<file path="src/rtl/shift_chain_pkg.sv">
// Shared definitions for the shift chain: operation modes and default geometry.
package shift_chain_pkg;

    localparam int DEF_WIDTH = 8;
    localparam int DEF_DEPTH = 4;

    typedef enum logic [1:0] {
        MODE_HOLD   = 2'b00,
        MODE_SHIFT  = 2'b01,
        MODE_LOAD   = 2'b10,
        MODE_ROTATE = 2'b11
    } mode_e;

endpackage

</file>
<file path="src/rtl/shift_chain_if.sv">
// Control/data bundle of the shift chain; master drives mode and data, slave returns chain state.
interface shift_chain_if
    import shift_chain_pkg::*;
#(
    parameter int WIDTH = DEF_WIDTH,
    parameter int DEPTH = DEF_DEPTH
) ();

    localparam int CW = $clog2(DEPTH + 1);

    // No ready: the chain accepts every cycle. shin_valid marks shin as a real
    // element (else a bubble); out_valid is the valid bit of the last stage.
    logic [1:0]             mode;
    logic [WIDTH-1:0]       shin;
    logic                   shin_valid;
    logic [DEPTH*WIDTH-1:0] pload;
    logic [WIDTH-1:0]       out;
    logic                   out_valid;
    logic [DEPTH*WIDTH-1:0] taps;
    logic [CW-1:0]          count;
    logic                   full;
    logic                   empty;

    modport master (
        output mode, shin, shin_valid, pload,
        input  out, out_valid, taps, count, full, empty
    );

    modport slave (
        input  mode, shin, shin_valid, pload,
        output out, out_valid, taps, count, full, empty
    );

endinterface

</file>
<file path="src/rtl/shift_stage.sv">
// One chain stage: WIDTH data bits plus a valid bit, with a mode-selected next value.
module shift_stage
    import shift_chain_pkg::*;
#(
    parameter int WIDTH = DEF_WIDTH
) (
    input  logic             clk,
    input  logic             reset,
    input  mode_e            mode,
    input  logic [WIDTH-1:0] shift_data,
    input  logic             shift_valid,
    input  logic [WIDTH-1:0] rot_data,
    input  logic             rot_valid,
    input  logic [WIDTH-1:0] load_data,
    output logic [WIDTH-1:0] data_q,
    output logic             valid_q
);

    logic [WIDTH-1:0] data_d;
    logic             valid_d;

    always_comb begin
        data_d  = data_q;
        valid_d = valid_q;
        case (mode)
            MODE_SHIFT: begin
                data_d  = shift_data;
                valid_d = shift_valid;
            end
            MODE_LOAD: begin
                data_d  = load_data;
                valid_d = 1'b1;
            end
            MODE_ROTATE: begin
                data_d  = rot_data;
                valid_d = rot_valid;
            end
            default: ;
        endcase
    end

    always_ff @(posedge clk) begin
        if (reset) begin
            data_q  <= '0;
            valid_q <= 1'b0;
        end else begin
            data_q  <= data_d;
            valid_q <= valid_d;
        end
    end

endmodule

</file>
<file path="src/rtl/shift_chain.sv">
// DEPTH-stage shift/rotate/load chain with a tracked count of valid elements.
module shift_chain
    import shift_chain_pkg::*;
#(
    parameter int WIDTH = DEF_WIDTH,
    parameter int DEPTH = DEF_DEPTH
) (
    input  logic          clk,
    input  logic          reset,
    shift_chain_if.slave  sc
);

    localparam int CW = $clog2(DEPTH + 1);

    mode_e            mode_sel;
    logic [WIDTH-1:0] stage_data [DEPTH];
    logic [DEPTH-1:0] stage_valid;
    logic [CW-1:0]    count_q;
    logic [CW-1:0]    count_d;

    assign mode_sel = mode_e'(sc.mode);

    for (genvar i = 0; i < DEPTH; i++) begin : g_stage
        if (i == 0) begin : g_head
            // Stage 0 shifts in from shin but rotates in from the last stage.
            shift_stage #(.WIDTH(WIDTH)) u_stage (
                .clk         (clk),
                .reset       (reset),
                .mode        (mode_sel),
                .shift_data  (sc.shin),
                .shift_valid (sc.shin_valid),
                .rot_data    (stage_data[DEPTH-1]),
                .rot_valid   (stage_valid[DEPTH-1]),
                .load_data   (sc.pload[0 +: WIDTH]),
                .data_q      (stage_data[0]),
                .valid_q     (stage_valid[0])
            );
        end else begin : g_body
            shift_stage #(.WIDTH(WIDTH)) u_stage (
                .clk         (clk),
                .reset       (reset),
                .mode        (mode_sel),
                .shift_data  (stage_data[i-1]),
                .shift_valid (stage_valid[i-1]),
                .rot_data    (stage_data[i-1]),
                .rot_valid   (stage_valid[i-1]),
                .load_data   (sc.pload[i*WIDTH +: WIDTH]),
                .data_q      (stage_data[i]),
                .valid_q     (stage_valid[i])
            );
        end
    end

    // Count is tracked incrementally; it never wraps because it mirrors the valids.
    always_comb begin
        count_d = count_q;
        case (mode_sel)
            MODE_SHIFT: count_d = count_q + CW'(sc.shin_valid) - CW'(stage_valid[DEPTH-1]);
            MODE_LOAD:  count_d = CW'(DEPTH);
            default: ;
        endcase
    end

    always_ff @(posedge clk) begin
        if (reset) begin
            count_q <= '0;
        end else begin
            count_q <= count_d;
        end
    end

    always_comb begin
        sc.taps = '0;
        for (int i = 0; i < DEPTH; i++) begin
            sc.taps[i*WIDTH +: WIDTH] = stage_data[i];
        end
    end

    assign sc.out       = stage_data[DEPTH-1];
    assign sc.out_valid = stage_valid[DEPTH-1];
    assign sc.count     = count_q;
    assign sc.full      = (count_q == CW'(DEPTH));
    assign sc.empty     = (count_q == '0);

endmodule

</file>
<file path="src/flat_wrapper.sv">
// flat-port wrapper written by rule: the top's interface ports become plain ports
module shift_chain_flat import shift_chain_pkg::*;
#(
    parameter int WIDTH = DEF_WIDTH,
    parameter int DEPTH = DEF_DEPTH
)
  (clk, reset, sc_mode, sc_shin, sc_shin_valid, sc_pload, sc_out, sc_out_valid, sc_taps, sc_count, sc_full, sc_empty);
  shift_chain_if #(.WIDTH(WIDTH), .DEPTH(DEPTH)) sc_i ();
  input  logic clk;
  input  logic reset;
  input wire logic [$bits(sc_i.mode)-1:0] sc_mode;
  input wire logic [$bits(sc_i.shin)-1:0] sc_shin;
  input wire logic [$bits(sc_i.shin_valid)-1:0] sc_shin_valid;
  input wire logic [$bits(sc_i.pload)-1:0] sc_pload;
  output wire logic [$bits(sc_i.out)-1:0] sc_out;
  output wire logic [$bits(sc_i.out_valid)-1:0] sc_out_valid;
  output wire logic [$bits(sc_i.taps)-1:0] sc_taps;
  output wire logic [$bits(sc_i.count)-1:0] sc_count;
  output wire logic [$bits(sc_i.full)-1:0] sc_full;
  output wire logic [$bits(sc_i.empty)-1:0] sc_empty;
  assign sc_i.mode = sc_mode;
  assign sc_i.shin = sc_shin;
  assign sc_i.shin_valid = sc_shin_valid;
  assign sc_i.pload = sc_pload;
  assign sc_out = sc_i.out;
  assign sc_out_valid = sc_i.out_valid;
  assign sc_taps = sc_i.taps;
  assign sc_count = sc_i.count;
  assign sc_full = sc_i.full;
  assign sc_empty = sc_i.empty;
  shift_chain #(.WIDTH(WIDTH), .DEPTH(DEPTH)) u_core (.clk(clk), .reset(reset), .sc(sc_i));
endmodule
</file>
<file path="config.mk">
export PLATFORM = sky130hd
export DESIGN_NAME = shift_chain_flat
export DESIGN_NICKNAME = d
export VERILOG_FILES = /design/src/rtl/shift_chain_pkg.sv /design/src/rtl/shift_chain_if.sv /design/src/rtl/shift_stage.sv /design/src/rtl/shift_chain.sv /design/src/flat_wrapper.sv
export SDC_FILE = /design/constraint.sdc
export NUM_CORES = 1
export LEC_CHECK = 0
export ABC_CLOCK_PERIOD_IN_PS = 3200
export BUFFER_PORTS_ARGS = -buffer_cell sky130_fd_sc_hd__buf_2
export CAP_MARGIN = 15
export CORE_MARGIN = 5
export CORE_UTILIZATION = 40
export DETAILED_ROUTE_END_ITERATION = 10
export PLACE_DENSITY = 0.65
export SLEW_MARGIN = 25
export SYNTH_ARGS = -nofsm -noshare
export SYNTH_HDL_FRONTEND = slang
export SYNTH_HIERARCHICAL = 1
export SYNTH_SLANG_ARGS = --single-unit
</file>
<file path="constraint.sdc">
create_clock -name clk -period 3.2 [get_ports clk]
set_clock_uncertainty 0.2 [all_clocks]
set_input_delay 0.32 -clock clk [delete_from_list [all_inputs] [get_ports clk]]
set_output_delay 0.32 -clock clk [all_outputs]
set_load 0.02 [all_outputs]
</file>
# [Word level (Yosys, flattened, before mapping)]
# Index checks and enable logic that the tools add are counted.
[op_classes] addsub=2 n_eq_ne=4 n_mux=9 reduce_logical=5
[ops] cell="$pmux W8 S2" n=3
[ops] cell="$pmux W8 S3" n=1
[ops] cell="$pmux W1 S2" n=3
[ops] cell="$pmux W3 S2" n=1
[ops] cell="$eq A2 B2 Y1 const B" n=2
[ops] cell="$reduce_bool A2 Y1" n=2
[ops] cell="$add A3 B1 Y3" n=1
[ops] cell="$eq A3 B3 Y1 const B" n=1
[ops] cell="$logic_not A3 Y1" n=1
[ops] cell="$pmux W1 S3" n=1
[ops] cell="$reduce_bool A3 Y1" n=1
[ops] cell="$sub A3 B1 Y3" n=1
[ops] cell="$eq A2 B1 Y1 const B" n=1
[ops] cell="$reduce_or A2 Y1" n=1
[totals] regBits=39 in_bits=45 output_inout_bits=46 wordCells=29

# [Depth between registers and ports, before layout]
# Gate-level depths: netlist (run 1).
[logic_depth] word_depth=3 ltp_mapped=8 ltp_nobuf=8

# [Modules after synthesis]
# The synthesis (run 1) kept the hierarchy.
[by_module_without_submodules] mod="shift_stage" n_inst=4 cells_each=42 area_per_inst_um2=470.5
[by_module_without_submodules] mod="shift_chain" n_inst=1 cells_each=33 area_per_inst_um2=270.3

# [Least setup slack after synthesis (run 1)]
# Ideal clock, no wire load.
[synth_path] kind="reg2reg" start="reg u_core.count_q[0], in the netlist u_core/sc.count[0]" end="reg u_core.count_q[2], in the netlist u_core/sc.count[2]" setup_time_ns=0.122 t_arrival_ns=1.803 path_slack_ns=1.076 stages_incl_launch_ff=8 path_buffers=0 cell_sequence="dfxtp_1 -> inv_1 -> ha_1 -> inv_1 -> ha_1 -> fa_1 -> xnor2_1 -> o311a_1"
[synth_via] elab_chain_len=3
[synth_lines] item="from (decl)" line="shift_chain.sv:18" text="logic [CW-1:0] count_q;"
[synth_lines] item="from (signal assigned)" line="shift_chain.sv:68" text="count_q <= count_d;"
[synth_lines] item="$add A3 B1 Y3" line="shift_chain.sv:58" text="MODE_SHIFT: count_d = count_q + CW'(sc.shin_valid) - CW'(stage_valid[DEPTH-1]);"
[synth_lines] item="$sub A3 B1 Y3" line="shift_chain.sv:58"
[synth_lines] item="$pmux W3 S2" line="shift_chain.sv:57" text="case (mode_sel)"
# Every way passes these cells.
# A chain may end at the register's enable or synchronous reset.

# [Worst setup path after layout (run 1)]
# Same ends and word-level chain as after synthesis.

==> results of run 1 <==
## metal layers
metal  routed length [um]  part of all wire, %  track usage, %  vias to the layer above
met5                    0                    0               0                        -
met3                  345                  6.8            4.55                        7
li1                     -                    -               -                      884
met2                 2240                   44            22.9                       60
met4                   67                  1.3            4.46                        0
met1                 2460                   48            19.6                      707
## state kept, by name, indices dropped and copies added, names as in the netlist
signal	cells
u_core/g_stage.g_head.u_stage/valid_q	1
u_core/sc.count	3
u_core/g_stage.g_head.u_stage/data_q	8
u_core/g_stage.g_body.u_stage/data_q	24
u_core/g_stage.g_body.u_stage/valid_q	3
## worst max-delay path by stage
stage | cells past startpoint | start | slack [ns] | to
after floorplan | 7 | u_core/sc.count[0] | 1.08 | u_core/sc.count[2]
after global placement | 7 | u_core/sc.count[0] | 1.19 | u_core/sc.count[2]
after detailed placement | 7 | u_core/sc.count[0] | 1.13 | u_core/sc.count[2]
after CTS | 7 | u_core/sc.count[0] | 1.12 | u_core/sc.count[2]
after global routing | 8 | u_core/sc.count[0] | 1.00 | u_core/sc.count[2]
final | 7 | u_core/sc.count[0] | 1.13 | u_core/sc.count[2]
## worst max-delay path: cells and delay by family, from the launching register on
family,cells,cell delay (ns)
flops,1,0.38
buf+inv,2,0.10
xor+xnor,1,0.16
compound gates,1,0.29
fa+ha+maj,3,0.83
## kinds of logic after synthesis
logic type	count (synthesis)
multiplexers	68
AO/OA/AOI/OAI	40
flip-flops	39
buffers and inverters	30
AND/OR/NAND/NOR	19
adder cells (fa/ha/maj)	4
XOR/XNOR	1
## power groups by stage
stage / Clock, mW / Sequential (mW) / Combinational (mW)
2_1_floorplan: 0 / 0.596 / 0.171
3_3_place_gp: 0 / 0.565 / 0.277
3_5_place_dp: 0 / 0.566 / 0.282
4_1_cts: 0.309 / 0.556 / 0.283
5_1_grt: 0.325 / 0.562 / 0.306
6_report: 0.298 / 0.555 / 0.280
## final cells by class
cell class                 instances  area, sq um
clock buffer                       6         72.6
tap                               70         87.6
multi-input combinational        132         1130
fill                             493         2610
sequential                        39          781
timing repair buffer              91          473
inverter                           6         22.5
## stage by stage
step                      cell area [sq um]  std cells  worst slack, ns
after floorplan                        2150        201             1.08
after detailed placement               2490        338             1.13
after global placement                 2490        338             1.19
final                                  2560        344             1.13
after global routing                   2560        344             1.00
after CTS                              2560        344             1.12
## cells in the final DEF (no fill, tap or decap)
cell and count:
sky130_fd_sc_hd__buf_2 89, sky130_fd_sc_hd__mux2i_1 68, sky130_fd_sc_hd__dfxtp_1 39, sky130_fd_sc_hd__o22ai_1 32, sky130_fd_sc_hd__inv_1 6, sky130_fd_sc_hd__clkbuf_8 5
sky130_fd_sc_hd__or2_1 4, sky130_fd_sc_hd__nand2b_1 4, sky130_fd_sc_hd__nor3_2 4, sky130_fd_sc_hd__a211oi_1 4, sky130_fd_sc_hd__nor2_1 3, sky130_fd_sc_hd__ha_1 3
sky130_fd_sc_hd__nor3_1 2, sky130_fd_sc_hd__a21oi_1 2, sky130_fd_sc_hd__clkbuf_1 1, sky130_fd_sc_hd__buf_4 1, sky130_fd_sc_hd__nor3b_1 1, sky130_fd_sc_hd__xnor2_1 1
sky130_fd_sc_hd__nand3_1 1, sky130_fd_sc_hd__o311a_1 1, sky130_fd_sc_hd__a22oi_1 1, sky130_fd_sc_hd__fa_1 1, sky130_fd_sc_hd__buf_12 1
==> metrics.log, run 1 <==
[metrics] status: finished clean
[metrics] sum of negative setup slack: 0 ns
[metrics] DIE AREA: 6950 sq um
[metrics] Psw: 0.345 mW
[metrics] dominant combinational cell family by area after synthesis: multiplexers
[metrics] clock share of power: 26.3%
[metrics] detailed-route via count: 1658
[metrics] Avg Inst Size Synth: 10.7 sq um
[metrics] clock tree from TritonCTS: done
[metrics] CP cell instances: inv_1 -> ha_1 -> inv_1 -> ha_1 -> fa_1 -> xnor2_1 -> o311a_1
[metrics] number of buffers on the longest clock path: 2
[metrics] post_cts resized: 0
[metrics] warning count from the yosys run: 6
[metrics] final worst hold slack: 0.106 ns
[metrics] Slew HR: 61.4%
[metrics] critical setup path kind: reg2reg
[metrics] Critical-path top delay cell: sky130_fd_sc_hd__fa_1
[metrics] first-pass iteration count of the detailed router: 4
[metrics] fraction of synthesized area in multiplexers: 31.6%
[metrics] clock buffer count from CTS: 5
[metrics] number of diodes added for antenna fixing: 0
[metrics] final core utilization: 49.6%
[metrics] clock tree root buffer cell: sky130_fd_sc_hd__clkbuf_8
[metrics] startpoint of the lowest-slack hold path: sc_shin[6]
[metrics] setup fix buffers added after clock tree synthesis: 0
[metrics] cell depth of the worst flop-to-flop path: 7
[metrics] overall global routing resource usage: 14.7%
[metrics] Synth Area in Adders: 2.67%
[metrics] aggregate routed wire length: 5.11 mm
[metrics] RSZ-0062 raised after global routing: no
[metrics] FFs w/ async S/R, synth: 0%
[metrics] number of clock sinks: 39
[metrics] most common flop cell mapped by yosys: sky130_fd_sc_hd__dfxtp_1
[metrics] DP HPWL: 3.93 mm
[metrics] source-to-sink clock delay at the later pin of the worst-skew pair: 0.28 ns
[metrics] net count after synthesis: 250
[metrics] Initial DRC Count: 66
[metrics] count of H-tree levels built during CTS: 2
[metrics] vias in the first global route: 1657
[metrics] highest net fanout along the worst path: 5
[metrics] Max Freq: 482 MHz
[metrics] clock input transition at the sequential cells of the worst setup and hold paths: 0.07 ns
[metrics] depth of the worst hold-timing path: 3
[metrics] Critical Path Sink Type: register
[metrics] register-to-register setup slack: 1.13 ns
[metrics] floorplan core area: 5170 sq um
[metrics] top-area cell type share of the netlist area: 36.3%
[metrics] Least-Margin Pin Slew: 0.579 ns
[metrics] Post-synth EDFFs: 0
[metrics] end of the worst hold path: u_core/g_stage[0].g_head.u_stage/data_q[6]
[metrics] arrival time at the worst endpoint: 2.05 ns
[metrics] largest cells by area after synthesis: sky130_fd_sc_hd__dfxtp_1, sky130_fd_sc_hd__mux2i_1, sky130_fd_sc_hd__o22ai_1
[metrics] maximum ir drop on the vdd rail: 0.155 mV
[metrics] shortest period the worst path allows: 2.07 ns
[metrics] max_cap viols: 0
[metrics] maximum cell stage delay along the critical path: 0.39 ns
[metrics] initial standard-cell utilization of the core: 41.6%
[metrics] Crit Reg-Reg Endpoint: u_core/sc.count[2]
[metrics] Congestion Overflow GR: 0
[metrics] Placement Rows: 26
[metrics] I/O Pins: 91
[metrics] post-synthesis compound-gate area fraction: 12.0%
[metrics] Post-Synthesis Cell Area: 2150 sq um
[metrics] Cells after Synth: 201
[metrics] sequential share of the synthesized area: 36.3%
[metrics] Logic pwr share: 24.7%
[metrics] Finish-stage setup viols: 0
[metrics] first-pass GRT wire length: 8.31 mm
[metrics] width of the die: 83.4 um
[metrics] detail-routed via count per cell: 4.82
[metrics] launching element type of the critical path: register
[metrics] cell area power density: 442 nW/um^2
[metrics] final cycle utilization of the critical path: 64.8%
[metrics] Avg WL per Cell: 14.9 um
[metrics] worst min path class: in2reg
[metrics] Internal: 0.788 mW
[metrics] cell with the most instances after synthesis: sky130_fd_sc_hd__mux2i_1
[metrics] Chip Height: 83.4 um
[metrics] Simple-Gate Fraction of Synth Area: 5.76%
[metrics] count of different cell masters after synthesis: 23
[metrics] Area Growth Syn to Fin: 19.2%
[metrics] final hold violation count: 0
[metrics] worst reg2reg path startpoint: u_core/sc.count[0]
[metrics] number of nets at the end of the flow: 324
[metrics] post-synthesis sequential element count: 39
[metrics] sequential fraction of design power: 49.0%
[metrics] Synth top cells by count: sky130_fd_sc_hd__mux2i_1, sky130_fd_sc_hd__dfxtp_1, sky130_fd_sc_hd__o22ai_1
[metrics] Sw Ratio: 30.5%
[metrics] antenna violations before repair: 0
[metrics] cts-stage hold buffer count: 0
[metrics] leakage dissipation: 1.29 nW
[metrics] worst endpoint required time: 3.18 ns
[metrics] number of DRC violations after detailed routing: 0
[metrics] total design power: 1.13 mW
[metrics] fraction of final layout cells with drive strength greater than 1: 36.5%
[metrics] cell taking the most area after synthesis: sky130_fd_sc_hd__dfxtp_1
[metrics] Final Slew Violations: 0
[metrics] Buffers on Ports: 90
[metrics] Antenna Violating Nets Remaining: 0
[metrics] parity-gate share of the synthesized area counting xor and xnor cells: 0.407%
[metrics] maximum number of pins on one net before global-route repair: 39
[metrics] global placer's final weighted congestion: 0.765
Note: power is estimated with default switching activity, not from simulation.
==> run 2: changes to the inputs <==
Settings changed: ABC_AREA set to 1, ABC_CLOCK_PERIOD_IN_PS 3200 to 2000, PLACE_DENSITY 0.65 to 0.63.
Clock period 3.2 ns to 2 ns, I/O delays scaled along.
==> metrics.log, run 2 <==
[metrics] Max Freq: 530 MHz
[metrics] status: finished clean
[metrics] Synth Area in Adders: 2.34%
[metrics] net count after synthesis: 433
[metrics] Bufs and invs on worst path: 4
[metrics] Post-synth EDFFs: 0
[metrics] leakage dissipation: 1.66 nW
[metrics] sequential share of the synthesized area: 31.7%
[metrics] warning count from the yosys run: 6
[metrics] clock input transition at the sequential cells of the worst setup and hold paths: 0.07 ns
[metrics] Critical Path Sink Type: register
[metrics] worst min path class: in2reg
[metrics] critical setup path kind: reg2reg
[metrics] I/O Pins: 91
[metrics] source-to-sink clock delay at the later pin of the worst-skew pair: 0.29 ns
[metrics] crit-path leading delay family: adder cells
[metrics] Placement Rows: 28
[metrics] detailed-route via count: 2583
[metrics] vias in the first global route: 2138
[metrics] cell area power density: 691 nW/um^2
[metrics] cell taking the most area after synthesis: sky130_fd_sc_hd__dfxtp_1
[metrics] number of flip-flops under the largest register name: 24
[metrics] width of the die: 88.5 um
[metrics] clock tree root buffer cell: sky130_fd_sc_hd__clkbuf_8
[metrics] Final Slew Violations: 0
[metrics] maximum ir drop on the vdd rail: 0.304 mV
[metrics] overall global routing resource usage: 16.7%
[metrics] shortest period the worst path allows: 1.89 ns
[metrics] initial standard-cell utilization of the core: 41.3%
[metrics] number of non-filler instances in the completed layout: 539
[metrics] launching element type of the critical path: register
[metrics] Simple-Gate Fraction of Synth Area: 32.2%
[metrics] register cell area after layout: 785 sq um
[metrics] floorplan core area: 5960 sq um
[metrics] highest net fanout along the worst path: 2
[metrics] Avg WL per Cell: 12.4 um
[metrics] area of combinational cells with multiple inputs: 1270 sq um
[metrics] final worst hold slack: 0.0253 ns
[metrics] Buffers on Ports: 90
[metrics] number of nets at the end of the flow: 512
[metrics] number of clock sinks: 39
[metrics] worst endpoint required time: 1.99 ns
[metrics] Finish-stage setup viols: 0
[metrics] launch point of the critical path: u_core/sc.count[0]
[metrics] Cells after Synth: 384
[metrics] FFs w/ async S/R, synth: 0%
[metrics] cell with the most instances after synthesis: sky130_fd_sc_hd__nand2_1
[metrics] clock buffer count from CTS: 5
[metrics] parity-gate share of the synthesized area counting xor and xnor cells: 0%
[metrics] Congestion Overflow GR: 0
[metrics] CP cell instances: inv_1 -> ha_4 -> inv_1 -> ha_2 -> fa_2 -> inv_2 -> nand2_2 -> nand3_2 -> nand3_1 -> nand2_1 -> inv_1
[metrics] Least-Margin Pin Slew: 0.378 ns
[metrics] biggest registers after layout: u_core/g_stage.g_body.u_stage/data_q: 24 flops, u_core/g_stage.g_head.u_stage/data_q: 8 flops
[metrics] startpoint of the lowest-slack hold path: sc_shin[0]
[metrics] Slew HR: 74.8%
[metrics] maximum cell stage delay along the critical path: 0.37 ns
[metrics] number of DRC violations after detailed routing: 0
[metrics] final hold violation count: 0
[metrics] max_cap viols: 0
[metrics] maximum number of pins on one net before global-route repair: 73
[metrics] Synth top cells by count: sky130_fd_sc_hd__nand2_1, sky130_fd_sc_hd__nor2_1, sky130_fd_sc_hd__inv_1
[metrics] Avg Inst Size Synth: 6.41 sq um
[metrics] dominant combinational cell family by area after synthesis: simple AND/OR/NAND/NOR gates
[metrics] DIE AREA: 7830 sq um
[metrics] number of instances in the placed design: 528
[metrics] arrival time at the worst endpoint: 1.88 ns
[metrics] commonest non-fill, non-tap cell in the layout: sky130_fd_sc_hd__buf_2
[metrics] first-pass GRT wire length: 10.3 mm
[metrics] final cycle utilization of the critical path: 94.4%
[metrics] count of different cell masters after synthesis: 19
[metrics] Antenna Violating Nets Remaining: 0
[metrics] number of buffers on the longest clock path: 2
[metrics] post-synthesis sequential element count: 39
[metrics] worst reg2reg path startpoint: u_core/sc.count[0]
[metrics] global placer's final weighted congestion: 0.887
[metrics] Chip Height: 88.5 um
[metrics] number of diodes added for antenna fixing: 0
[metrics] largest cells by area after synthesis: sky130_fd_sc_hd__dfxtp_1, sky130_fd_sc_hd__nand2_1, sky130_fd_sc_hd__nor2_1
[metrics] count of H-tree levels built during CTS: 2
[metrics] Initial DRC Count: 89
[metrics] number of fill cells: 663
[metrics] Post-Synthesis Cell Area: 2460 sq um
[metrics] Largest Register: u_core/g_stage.g_body.u_stage/data_q
[metrics] clock tree from TritonCTS: done
[metrics] Most Frequent Cell on Critical Path: sky130_fd_sc_hd__inv_1
[metrics] antenna violations before repair: 0
[metrics] DP HPWL: 4.83 mm
[metrics] total design power: 2.06 mW
[metrics] fraction of final layout cells with drive strength greater than 1: 27.4%
[metrics] Area Growth Syn to Fin: 21.2%
[metrics] top-area cell type share of the netlist area: 31.7%
[metrics] fraction of synthesized area in multiplexers: 0%
[metrics] detail-routed via count per cell: 4.79
[metrics] Critical-path top delay cell: sky130_fd_sc_hd__fa_2
[metrics] post-synthesis compound-gate area fraction: 15.9%
[metrics] most common flop cell mapped by yosys: sky130_fd_sc_hd__dfxtp_1
[metrics] first-pass iteration count of the detailed router: 5
[metrics] aggregate routed wire length: 6.69 mm
[metrics] leading cell types in the layout, fill and taps excluded: sky130_fd_sc_hd__buf_2, sky130_fd_sc_hd__nand2_1, sky130_fd_sc_hd__nor2_1, sky130_fd_sc_hd__inv_1, sky130_fd_sc_hd__dfxtp_1
## run 2: changes by cell type in the layout (fill, tap and decap cells not counted), sizes merged, moves of 3 or more
cell,before,now
a211oi,4,0
a21oi,2,39
buf,91,94
inv,6,52
mux2i,68,0
nand2,0,85
nand2b,4,0
nand3,1,34
nor2,3,69
nor3,6,2
o21ai,0,36
o22ai,32,0
or2,4,0
## run 2: tightest hold or removal path, cell delays in order
cell	delay (ns)
sky130_fd_sc_hd__buf_2	0.08
sky130_fd_sc_hd__nand2_1	0.05
sky130_fd_sc_hd__nand2_1	0.06
sky130_fd_sc_hd__nor2_1	0.04
sky130_fd_sc_hd__nor2_1	0.07
## run 2: cell families after synthesis
| kind of cell | count (synthesis) |
|---|---|
| simple gates | 190 |
| buf+inv | 76 |
| compound gates | 75 |
| flops | 39 |
| fa+ha+maj | 4 |
## run 2: final timing paths
check	cells past startpoint	slack, ns	end
min reg2reg	2	0.33	u_core/g_stage[2].g_body.u_stage/valid_q
max	11	0.11	u_core/sc.count[2]
max reg2reg	11	0.11	u_core/sc.count[2]
min	5	0.03	u_core/g_stage[0].g_head.u_stage/data_q[0]
## run 2: through the flow
stage / cell area [sq um] / setup WS [ns] / util, % / TNS [ns]
4_1_cts: 2950 / 0.0115 / 49.5 / 0
2_1_floorplan: 2460 / 0.0448 / - / 0
6_report: 2990 / 0.113 / 50.1 / 0
3_3_place_gp: 2830 / 0.103 / 47.5 / 0
3_5_place_dp: 2830 / 0.0285 / 47.5 / 0
5_1_grt: 2990 / -0.00171 / 50.1 / -0.00171
## run 2: layout make-up
cell class	instances	area share (%)
Clock buffer	8	3.35
Tap cell	75	3.14
Sequential cell	39	26.3
Timing Repair Buffer	96	17.6
Inverter	52	7.21
Multi-Input combinational cell	269	42.4
## run 2: what timing repair did
item,CTS,global route
setup buffers,0,1
endpoints found under the setup margin,0,1
endpoints found under the hold margin,3,0
gates resized for setup,0,7
hold buffers,2,0
## run 2: where the power goes
| part | total, mW | switching, mW | leakage [nW] | internal, mW |
|---|---|---|---|---|
| registers | 0.910 | 0.0707 | 0.324 | 0.840 |
| logic | 0.563 | 0.351 | 1.29 | 0.212 |
| clock network | 0.589 | 0.274 | 0.0515 | 0.315 |
## run 2: routing by layer
| layer | vias up | GRT usage, % | part of all wire (%) |
|---|---|---|---|
| li1 | 1359 | - | - |
| met1 | 1138 | 24.1 | 48 |
| met2 | 78 | 25.5 | 44 |
| met3 | 8 | 2.98 | 7.0 |
| met4 | 0 | 4.95 | 1.0 |
| met5 | - | 0 | 0 |
==> run 3: changes to the inputs <==
Settings changed: ABC_AREA 1 to not set, PLACE_DENSITY 0.63 to 0.65.
==> metrics.log, run 3 (synthesis gave the netlist of run 1 again) <==
[metrics] Critical Path Sink Type: register
[metrics] clock tree from TritonCTS: done
[metrics] Buffers on Ports: 90
[metrics] number of diodes added for antenna fixing: 0
[metrics] fraction of final layout cells with drive strength greater than 1: 39.5%
[metrics] Max Freq: 515 MHz
[metrics] number of flip-flops under the largest register name: 24
[metrics] status: finished clean
[metrics] Finish-stage setup viols: 0
[metrics] final cycle utilization of the critical path: 97.0%
[metrics] final core utilization: 52.3%
[metrics] maximum cell stage delay along the critical path: 0.37 ns
[metrics] shortest period the worst path allows: 1.94 ns
[metrics] number of DRC violations after detailed routing: 0
[metrics] Critical-path top delay cell: sky130_fd_sc_hd__fa_2
[metrics] Final Instance Area: 2710 sq um
[metrics] clock tree root buffer cell: sky130_fd_sc_hd__clkbuf_8
[metrics] width of the die: 83.4 um
[metrics] Bufs and invs on worst path: 2
[metrics] global placer's final weighted congestion: 0.783
[metrics] worst endpoint required time: 1.98 ns
[metrics] initial standard-cell utilization of the core: 41.6%
[metrics] DIE AREA: 6950 sq um
[metrics] number of instances in the placed design: 341
[metrics] worst reg2reg path startpoint: u_core/sc.count[0]
[metrics] maximum ir drop on the vdd rail: 0.259 mV
[metrics] leading cell types in the layout, fill and taps excluded: sky130_fd_sc_hd__buf_2, sky130_fd_sc_hd__mux2i_1, sky130_fd_sc_hd__dfxtp_1, sky130_fd_sc_hd__o22ai_1, sky130_fd_sc_hd__dlygate4sd3_1
[metrics] depth of the worst hold-timing path: 3
[metrics] overall global routing resource usage: 14.9%
[metrics] Least-Margin Pin Slew: 0.505 ns
[metrics] Antenna Violating Nets Remaining: 0
[metrics] clock input transition at the sequential cells of the worst setup and hold paths: 0.08 ns
[metrics] number of clock sinks: 39
[metrics] max_cap viols: 0
[metrics] maximum number of pins on one net before global-route repair: 41
[metrics] CP cell instances: inv_2 -> ha_4 -> inv_1 -> ha_2 -> fa_2 -> xnor2_2 -> o311a_1
[metrics] first-pass GRT wire length: 8.38 mm
[metrics] arrival time at the worst endpoint: 1.92 ns
[metrics] DP HPWL: 4.02 mm
[metrics] Initial DRC Count: 61
[metrics] detailed-route via count: 1708
[metrics] Congestion Overflow GR: 0
[metrics] Area after DPL: 2520 sq um
[metrics] number of buffers on the longest clock path: 2
[metrics] launch point of the critical path: u_core/sc.count[0]
[metrics] biggest registers after layout: u_core/g_stage.g_body.u_stage/data_q: 24 flops, u_core/g_stage.g_head.u_stage/data_q: 8 flops
[metrics] number of nets at the end of the flow: 334
[metrics] first-pass iteration count of the detailed router: 4
[metrics] commonest non-fill, non-tap cell in the layout: sky130_fd_sc_hd__buf_2
[metrics] detail-routed via count per cell: 4.80
[metrics] number of logic stages on the critical path including buffering: 7
[metrics] Largest Register: u_core/g_stage.g_body.u_stage/data_q
[metrics] Placement Rows: 26
[metrics] cell depth of the worst flop-to-flop path: 7
[metrics] I/O Pins: 91
[metrics] aggregate routed wire length: 5.20 mm
[metrics] clock buffer count from CTS: 5
[metrics] launching element type of the critical path: register
[metrics] leakage dissipation: 1.35 nW
[metrics] final worst hold slack: 0.0130 ns
[metrics] critical setup path kind: reg2reg
[metrics] total design power: 1.88 mW
[metrics] crit-path leading delay family: adder cells
[metrics] final hold violation count: 0
[metrics] Avg WL per Cell: 14.6 um
[metrics] vias in the first global route: 1678
[metrics] source-to-sink clock delay at the later pin of the worst-skew pair: 0.29 ns
[metrics] count of H-tree levels built during CTS: 2
[metrics] antenna violations before repair: 0
[metrics] highest net fanout along the worst path: 2
[metrics] cell area power density: 695 nW/um^2
[metrics] floorplan core area: 5170 sq um
[metrics] worst min path class: in2reg
[metrics] number of non-filler instances in the completed layout: 356
[metrics] Chip Height: 83.4 um
[metrics] Area Growth Syn to Fin: 25.7%
[metrics] Slew HR: 66.3%
[metrics] startpoint of the lowest-slack hold path: sc_pload[28]
[metrics] Final Slew Violations: 0
run 3: what timing repair did:
action                                  CTS  global route
hold buffers                              7             0
resized for setup                         0             6
hold endpoints to repair                  6             0
endpoints found under the setup margin    0             2
buffers inserted                          0             0
run 3: metal layers:
layer	vias to the layer above	wire length, um	global-route usage (%)
met5	-	0	0
met3	4	366	4.46
li1	907	-	-
met4	0	53	4.01
met2	56	2410	23.4
met1	741	2370	19.7
run 3: layout make-up:
class                   count  area [sq um]
repair buffers            101           566
clock buffers               6          72.6
flip-flops and latches     39           786
well taps                  70          87.6
inverters                   6          22.5
clock inverters             2          12.5
multi-input cells         132          1160
fillers                   504          2470
run 3: worst paths after layout:
path | endpoint | slack [ns]
setup / recovery | u_core/sc.count[2] | 0.06
hold reg to reg | u_core/g_stage[3].g_body.u_stage/valid_q | 0.38
setup reg to reg | u_core/sc.count[2] | 0.06
hold / removal | u_core/g_stage[3].g_body.u_stage/data_q[4] | 0.01
run 3: through the flow:
stage	setup WS (ns)	setup TNS, ns
after global placement	0.0626	0
after floorplan	0.00400	0
after detailed placement	0.0173	0
after global routing	-0.00384	-0.00384
after CTS	0.00294	0
final	0.0595	0
run 3: where the power goes:
part / internal, mW / switching, mW
Clock: 0.243 / 0.269
Combinational: 0.219 / 0.258
Sequential: 0.831 / 0.0584
Total: 1.29 / 0.585
run 3: worst register-to-register path, cell delays in order (launching register included):
cell and delay (ns):
sky130_fd_sc_hd__dfxtp_4 0.35, sky130_fd_sc_hd__inv_2 0.04, sky130_fd_sc_hd__ha_4 0.24, sky130_fd_sc_hd__inv_1 0.03
sky130_fd_sc_hd__ha_2 0.17, sky130_fd_sc_hd__fa_2 0.37, sky130_fd_sc_hd__xnor2_2 0.15, sky130_fd_sc_hd__o311a_1 0.28
